`src/rtl/uart_pkg.sv`:
```
// Shared definitions for the UART receive path: state encoding, default
// frame geometry and the 3-sample majority vote used at each bit centre.
package uart_pkg;

   localparam int UART_DATA_WIDTH = 8;
   localparam int UART_OVERSAMPLE = 16;

   typedef enum logic [1:0] {
      RX_IDLE  = 2'd0,
      RX_START = 2'd1,
      RX_DATA  = 2'd2,
      RX_STOP  = 2'd3
   } rx_state_t;

   // Two-out-of-three vote so a single noisy sample cannot flip a bit.
   function automatic logic majority3(input logic a, input logic b, input logic c);
      return (a & b) | (a & c) | (b & c);
   endfunction

endpackage

```
`src/rtl/uart_sync.sv`:
```
// Multi-flop synchronizer for the asynchronous serial line. Flops reset to 1
// so that leaving reset looks like an idle line rather than a start bit.
module uart_sync #(
   parameter int STAGES = 2
) (
   input  logic clk,
   input  logic rst,
   input  logic i_d,
   output logic o_q
);

   logic [STAGES-1:0] r_sync;

   // Shift the raw line through the chain; the last stage is the safe copy.
   always_ff @(posedge clk) begin
      if (rst) begin
         r_sync <= '1;
      end else begin
         r_sync <= {r_sync[STAGES-2:0], i_d};
      end
   end

   assign o_q = r_sync[STAGES-1];

endmodule

```
`src/rtl/uart_rx.sv`:
```
// Oversampling UART receiver (8N1 style framing). Detects the start edge,
// votes three samples around each bit centre, and hands completed words to a
// one-entry valid/ready output buffer with framing-error and overrun pulses.
module uart_rx
   import uart_pkg::*;
#(
   parameter int DATA_WIDTH = UART_DATA_WIDTH,
   parameter int OVERSAMPLE = UART_OVERSAMPLE
) (
   input  logic                  uart_clk,
   input  logic                  rst,
   input  logic                  baud_tick,
   input  logic                  rx_serial,
   output logic [DATA_WIDTH-1:0] rx_data,
   output logic                  rx_valid,
   input  logic                  rx_ready,
   output logic                  rx_active,
   output logic                  frame_error,
   output logic                  overrun
);

   localparam int TICK_W = $clog2(OVERSAMPLE);
   localparam int BIT_W  = $clog2(DATA_WIDTH + 1);

   localparam logic [TICK_W-1:0] LAST_TICK   = TICK_W'(OVERSAMPLE - 1);
   localparam logic [TICK_W-1:0] VOTE_A_TICK = TICK_W'(OVERSAMPLE / 2 - 1);
   localparam logic [TICK_W-1:0] VOTE_B_TICK = TICK_W'(OVERSAMPLE / 2);
   localparam logic [TICK_W-1:0] SAMPLE_TICK = TICK_W'(OVERSAMPLE / 2 + 1);
   localparam logic [BIT_W-1:0]  LAST_BIT    = BIT_W'(DATA_WIDTH - 1);

   rx_state_t               r_state;
   rx_state_t               w_nextState;
   logic [TICK_W-1:0]       r_tickCnt;
   logic [BIT_W-1:0]        r_bitCnt;
   logic [DATA_WIDTH-1:0]   r_shift;
   logic                    r_prevSin;
   logic                    r_voteA;
   logic                    r_voteB;
   logic [DATA_WIDTH-1:0]   r_rxData;
   logic                    r_rxValid;
   logic                    r_frameError;
   logic                    r_overrun;

   logic                    w_sin;
   logic                    w_vote;
   logic                    w_sampleHit;
   logic                    w_boundary;
   logic                    w_fallEdge;
   logic                    w_stopGood;
   logic                    w_stopBad;
   logic                    w_rxActive;

   uart_sync #(
      .STAGES (2)
   ) u_sync (
      .clk (uart_clk),
      .rst (rst),
      .i_d (rx_serial),
      .o_q (w_sin)
   );

   // The third vote sample is the live synchronized value at the sample tick.
   assign w_vote      = majority3(r_voteA, r_voteB, w_sin);
   assign w_sampleHit = baud_tick && (r_tickCnt == SAMPLE_TICK);
   assign w_boundary  = baud_tick && (r_tickCnt == LAST_TICK);
   assign w_fallEdge  = baud_tick && !w_sin && r_prevSin;

   // State register.
   always_ff @(posedge uart_clk) begin
      if (rst) begin
         r_state <= RX_IDLE;
      end else begin
         r_state <= w_nextState;
      end
   end

   // Next-state logic; every transition is qualified by a baud tick.
   always_comb begin
      w_nextState = r_state;
      case (r_state)
         RX_IDLE: begin
            if (w_fallEdge) w_nextState = RX_START;
         end
         RX_START: begin
            if (w_sampleHit && w_vote) w_nextState = RX_IDLE;
            else if (w_boundary)       w_nextState = RX_DATA;
         end
         RX_DATA: begin
            if (w_boundary && (r_bitCnt == LAST_BIT)) w_nextState = RX_STOP;
         end
         RX_STOP: begin
            if (w_sampleHit) w_nextState = RX_IDLE;
         end
         default: w_nextState = RX_IDLE;
      endcase
   end

   // State-decoded outputs: busy flag and the two stop-bit outcomes.
   always_comb begin
      w_rxActive = (r_state != RX_IDLE);
      w_stopGood = (r_state == RX_STOP) && w_sampleHit && w_vote;
      w_stopBad  = (r_state == RX_STOP) && w_sampleHit && !w_vote;
   end

   // Tick/bit counters, vote samples and the LSB-first shift register.
   always_ff @(posedge uart_clk) begin
      if (rst) begin
         r_tickCnt <= '0;
         r_bitCnt  <= '0;
         r_shift   <= '0;
         r_prevSin <= 1'b1;
         r_voteA   <= 1'b0;
         r_voteB   <= 1'b0;
      end else if (baud_tick) begin
         r_prevSin <= w_sin;
         if ((r_state == RX_IDLE) || (w_nextState == RX_IDLE)) begin
            r_tickCnt <= '0;
         end else if (r_tickCnt == LAST_TICK) begin
            r_tickCnt <= '0;
         end else begin
            r_tickCnt <= r_tickCnt + 1'b1;
         end
         if (r_tickCnt == VOTE_A_TICK) r_voteA <= w_sin;
         if (r_tickCnt == VOTE_B_TICK) r_voteB <= w_sin;
         if ((r_state == RX_START) && w_boundary) r_bitCnt <= '0;
         if (r_state == RX_DATA) begin
            if (w_sampleHit) r_shift  <= {w_vote, r_shift[DATA_WIDTH-1:1]};
            if (w_boundary)  r_bitCnt <= r_bitCnt + 1'b1;
         end
      end
   end

   // One-entry output buffer: load on good stop, drop and flag when still full.
   always_ff @(posedge uart_clk) begin
      if (rst) begin
         r_rxData     <= '0;
         r_rxValid    <= 1'b0;
         r_frameError <= 1'b0;
         r_overrun    <= 1'b0;
      end else begin
         r_frameError <= w_stopBad;
         r_overrun    <= 1'b0;
         if (w_stopGood) begin
            if (!r_rxValid || rx_ready) begin
               r_rxData  <= r_shift;
               r_rxValid <= 1'b1;
            end else begin
               r_overrun <= 1'b1;
            end
         end else if (r_rxValid && rx_ready) begin
            r_rxValid <= 1'b0;
         end
      end
   end

   assign rx_data     = r_rxData;
   assign rx_valid    = r_rxValid;
   assign rx_active   = w_rxActive;
   assign frame_error = r_frameError;
   assign overrun     = r_overrun;

endmodule
```
`config.mk`:
```
export PLATFORM = sky130hd
export DESIGN_NAME = uart_rx
export DESIGN_NICKNAME = d
export VERILOG_FILES = /design/src/rtl/uart_pkg.sv /design/src/rtl/uart_sync.sv /design/src/rtl/uart_rx.sv
export SDC_FILE = /design/constraint.sdc
export NUM_CORES = 1
export LEC_CHECK = 0
export ABC_AREA = 0
export CAP_MARGIN = 20
export CORE_MARGIN = 5
export CORE_UTILIZATION = 45
export CTS_BUF_LIST = sky130_fd_sc_hd__clkbuf_4
export CTS_CLUSTER_DIAMETER = 30
export DETAILED_ROUTE_END_ITERATION = 7
export MAX_ROUTING_LAYER = met4
export PLACE_DENSITY_LB_ADDON = 0.25
export RECOVER_POWER = 100
export SKIP_CTS_REPAIR_TIMING = 1
export SLEW_MARGIN = 20
export SYNTH_ARGS = -nofsm -noshare
export SYNTH_HDL_FRONTEND = slang
export SYNTH_HIERARCHICAL = 1
export SYNTH_SLANG_ARGS = --single-unit
```
`constraint.sdc`:
```
create_clock -name uart_clk -period 4.3 [get_ports uart_clk]
set_input_delay 1.29 -clock uart_clk [delete_from_list [all_inputs] [get_ports uart_clk]]
set_output_delay 1.29 -clock uart_clk [all_outputs]
set_load 0.02 [all_outputs]
```
==> summary.txt <==
Max-cap violations - 0
Max Freq - 0.313 GHz
Area share of the largest cell type after synthesis - 0.435
Finished Cell Area - 1730 um^2
Maximum vdd ir drop - 0.210 mV
Outcome - complete, no violations
Startpoint types - register
Commonest cells post-synth - 34 x dfxtp_1, 23 x nor2_1, 19 x mux2i_1, 8 x a21oi_1, 8 x o21ai_0
TritonCTS Buffers - 5
Place WS - 1090 ps
Hold_sp - u_sync/r_sync[0]$_SDFF_PP1_
Seq/Total Area, Yosys - 0.435
Ys async rst share - 0
Mapped Nets - 174
R2R Path End - rx_data[1]$_SDFFE_PP0P_
Cell with the most instances after synthesis - dfxtp_1
Routability cong. - 0.865
Leak - 0.704 nW
I/O pins - 17
Clk pin slew, worst setup/hold paths - 100 ps
Part of the power in the clock network - 0.332
CTS tree - built
R2r setup slk - 2390 ps
Final net count - 187
Max clock buf depth - 2
Fin util - 0.516
Synth Cell Area - 1570 um^2
Final WS setup - 1110 ps
Critical path class - register to output port
Min-delay worst type - register to register
Worst R2R Path Depth - 5
Port Buffers - 16
Worst-Skew Late Latency - 330 ps
Clock sink count - 34
1st-iter DRT viols - 44
Die outline area - 4760 um^2
Crit path max-delay family - buffers and inverters
Critical path fanouts, max - 17
Placeable Area - 3360 um^2
Largest area contributor in the netlist - dfxtp_1
Final Cycle Share - 0.743
Hold path depth - 1
Total wire length - 2920 um
Dpl cell area - 1710 um^2
Floorplan row count - 21
CTS root buffer - clkbuf_4
Slew margin rel. - 0.0774
Final antenna-violating net count - 0
Min cycle time layout - 3190 ps
Largest net degree at the start of global routing - 35
Number of synthesized flops with an enable pin - 0
Pwr dens - 288 nW/um^2
Avg WL per Cell - 13.0 um
Reg power frac - 0.638
N_diodes - 0
Comb power frac - 0.030
Flops & latches, synth - 34
Critical path buffers and inverters - 2
Starting Density - 0.465
Crit-path cells - nor2_1 > inv_1 > dlygate4sd3_1
Grt total ovfl - 0
Final setup violating endpoints - 0
Layout cell share with drive strength beyond 1 - 0.0447
Max Slew Vio Count - 0
Die Y - 69.0 um
Fillers - 355
Cells after synthesis - 165
Via-to-Cell Ratio - 5.38
Critical Path Start - r_state[1]$_SDFF_PP0_
Cells taking the most area after synthesis - dfxtp_1 43%, mux2i_1 12%, nor2_1 5.5%
Worst-margin pin slew - 1380 ps
Slowest-stage cell, CP - dlygate4sd3_1
First-pass GRT wire length - 4890 um
DRC violations left - 0
Vias - 1211
Drt pass-1 iters - 4
Library cells used by synthesis - 39
Main synth FF type - dfxtp_1
Critical Path RT - 3010 ps
Avg Inst Size Synth - 9.49 um^2
Final HPWL DP - 2020 um
Unrepaired setup endpoints after global routing - no
Crit path capture type - output port
Sw Ratio - 0.233
Hold Fails Final Rpt - 0
Register area - 681 um^2
Int Pwr - 383 uW
Vias in the first global route - 1065
NetSw - 117 uW
Area of the multi-input gates - 769 um^2
H-tree levels - 2
CP Data Arrival Time - 1900 ps
FF-to-FF Start - r_tickCnt[0]$_SDFFE_PP0P_
Setup TNS - 0 ps
Area grow syn2layout - 10.8%
Hold Path End - u_sync/r_sync[1]$_SDFF_PP1_
Max incr delay on CP - 670 ps
Skew final - 5.20 ps
Initial antenna violation count - 0
Syn. warnings - 6
GRT Util Overall - 0.144
Die Width - 69.0 um
-- how the worst max path moves through the flow --
stage,end,slack [ps],cells past startpoint
global placement,r_shift[6]$_SDFFE_PP0P_,1120,5
detailed placement,r_shift[1]$_SDFFE_PP0P_,1090,5
finish,rx_active,1110,3
CTS,rx_active,1140,3
global route,rx_data[1]$_SDFFE_PP0P_,920,5
floorplan,r_shift[7]$_SDFFE_PP0P_,2060,6
-- cell usage in the layout (no fill, tap or decap), drive strengths merged, types with 2 or more instances in the layout --
master         count
o21ai              8
nand2b             5
nand4              3
ha                 4
and2               3
nor2b              2
a22oi              2
nor2              23
nand3b             2
dlygate4sd3       13
o31ai              2
or2                2
a211oi             3
clkbuf             6
nand2              5
o221ai             2
clkdlybuf4s50      2
mux2i             19
clkinv             2
nand3              2
a21oi              8
and4b              2
dfxtp             34
nor3               6
nand4b             2
inv                5
-- flip-flops by register name, indices dropped and copies added (netlist names) --
name and count:
rx_valid 1, r_shift 8, overrun 1, r_prevSin 1, r_voteB 1, r_state 2
rx_data 8, r_bitCnt 4, r_tickCnt 4, frame_error 1, r_voteA 1, u_sync/r_sync 2
-- power groups by stage --
stage | clock, mW | sequential (mW) | combinational, mW
after global routing | 0.189 | 0.319 | 0.0168
after CTS | 0.174 | 0.319 | 0.0163
after global placement | 0 | 0.326 | 0.0160
final | 0.166 | 0.319 | 0.0151
after detailed placement | 0 | 0.326 | 0.0162
after floorplan | 0 | 0.325 | 0.0103
-- layout make-up --
cell class	instances	share of cell area
Clock buffer	5	0.0216
Clock inverter	3	0.00938
Inverter	5	0.0108
Multi-Input combinational cell	116	0.444
Sequential cell	34	0.392
Tap cell	46	0.0332
Timing Repair Buffer	16	0.0887
-- routing by layer --
layer  global-route usage  routed length (um)  up-vias  share of wire
li1                     -                   -      609              -
met1                0.178                1410      574           0.48
met2                0.214                1350       22           0.46
met3               0.0486                 115        6          0.039
met4               0.0584                  51        0          0.017
met5                    -                   0        -              0
-- kinds of logic (layout without fill, tap and decap cells) --
| group | Yosys count | after routing | synth area share |
|---|---|---|---|
| flip-flops | 34 | 34 | 0.435 |
| adder cells (fa/ha/maj) | 5 | 5 | 0.0392 |
| buffers and inverters | 15 | 29 | 0.0568 |
| multiplexers | 19 | 19 | 0.122 |
| XOR/XNOR | 1 | 1 | 0.00560 |
| AO/OA/AOI/OAI | 31 | 31 | 0.126 |
| AND/OR/NAND/NOR | 60 | 60 | 0.217 |
-- metrics by stage --
stage	hold slack, ps	total power [mW]	std cells
6_report	416	0.500	225
5_1_grt	445	0.525	225
4_1_cts	424	0.509	225
3_5_place_dp	395	0.342	217
3_3_place_gp	388	0.342	217
2_1_floorplan	383	0.335	165
Note: power is estimated with default switching activity, not from simulation.
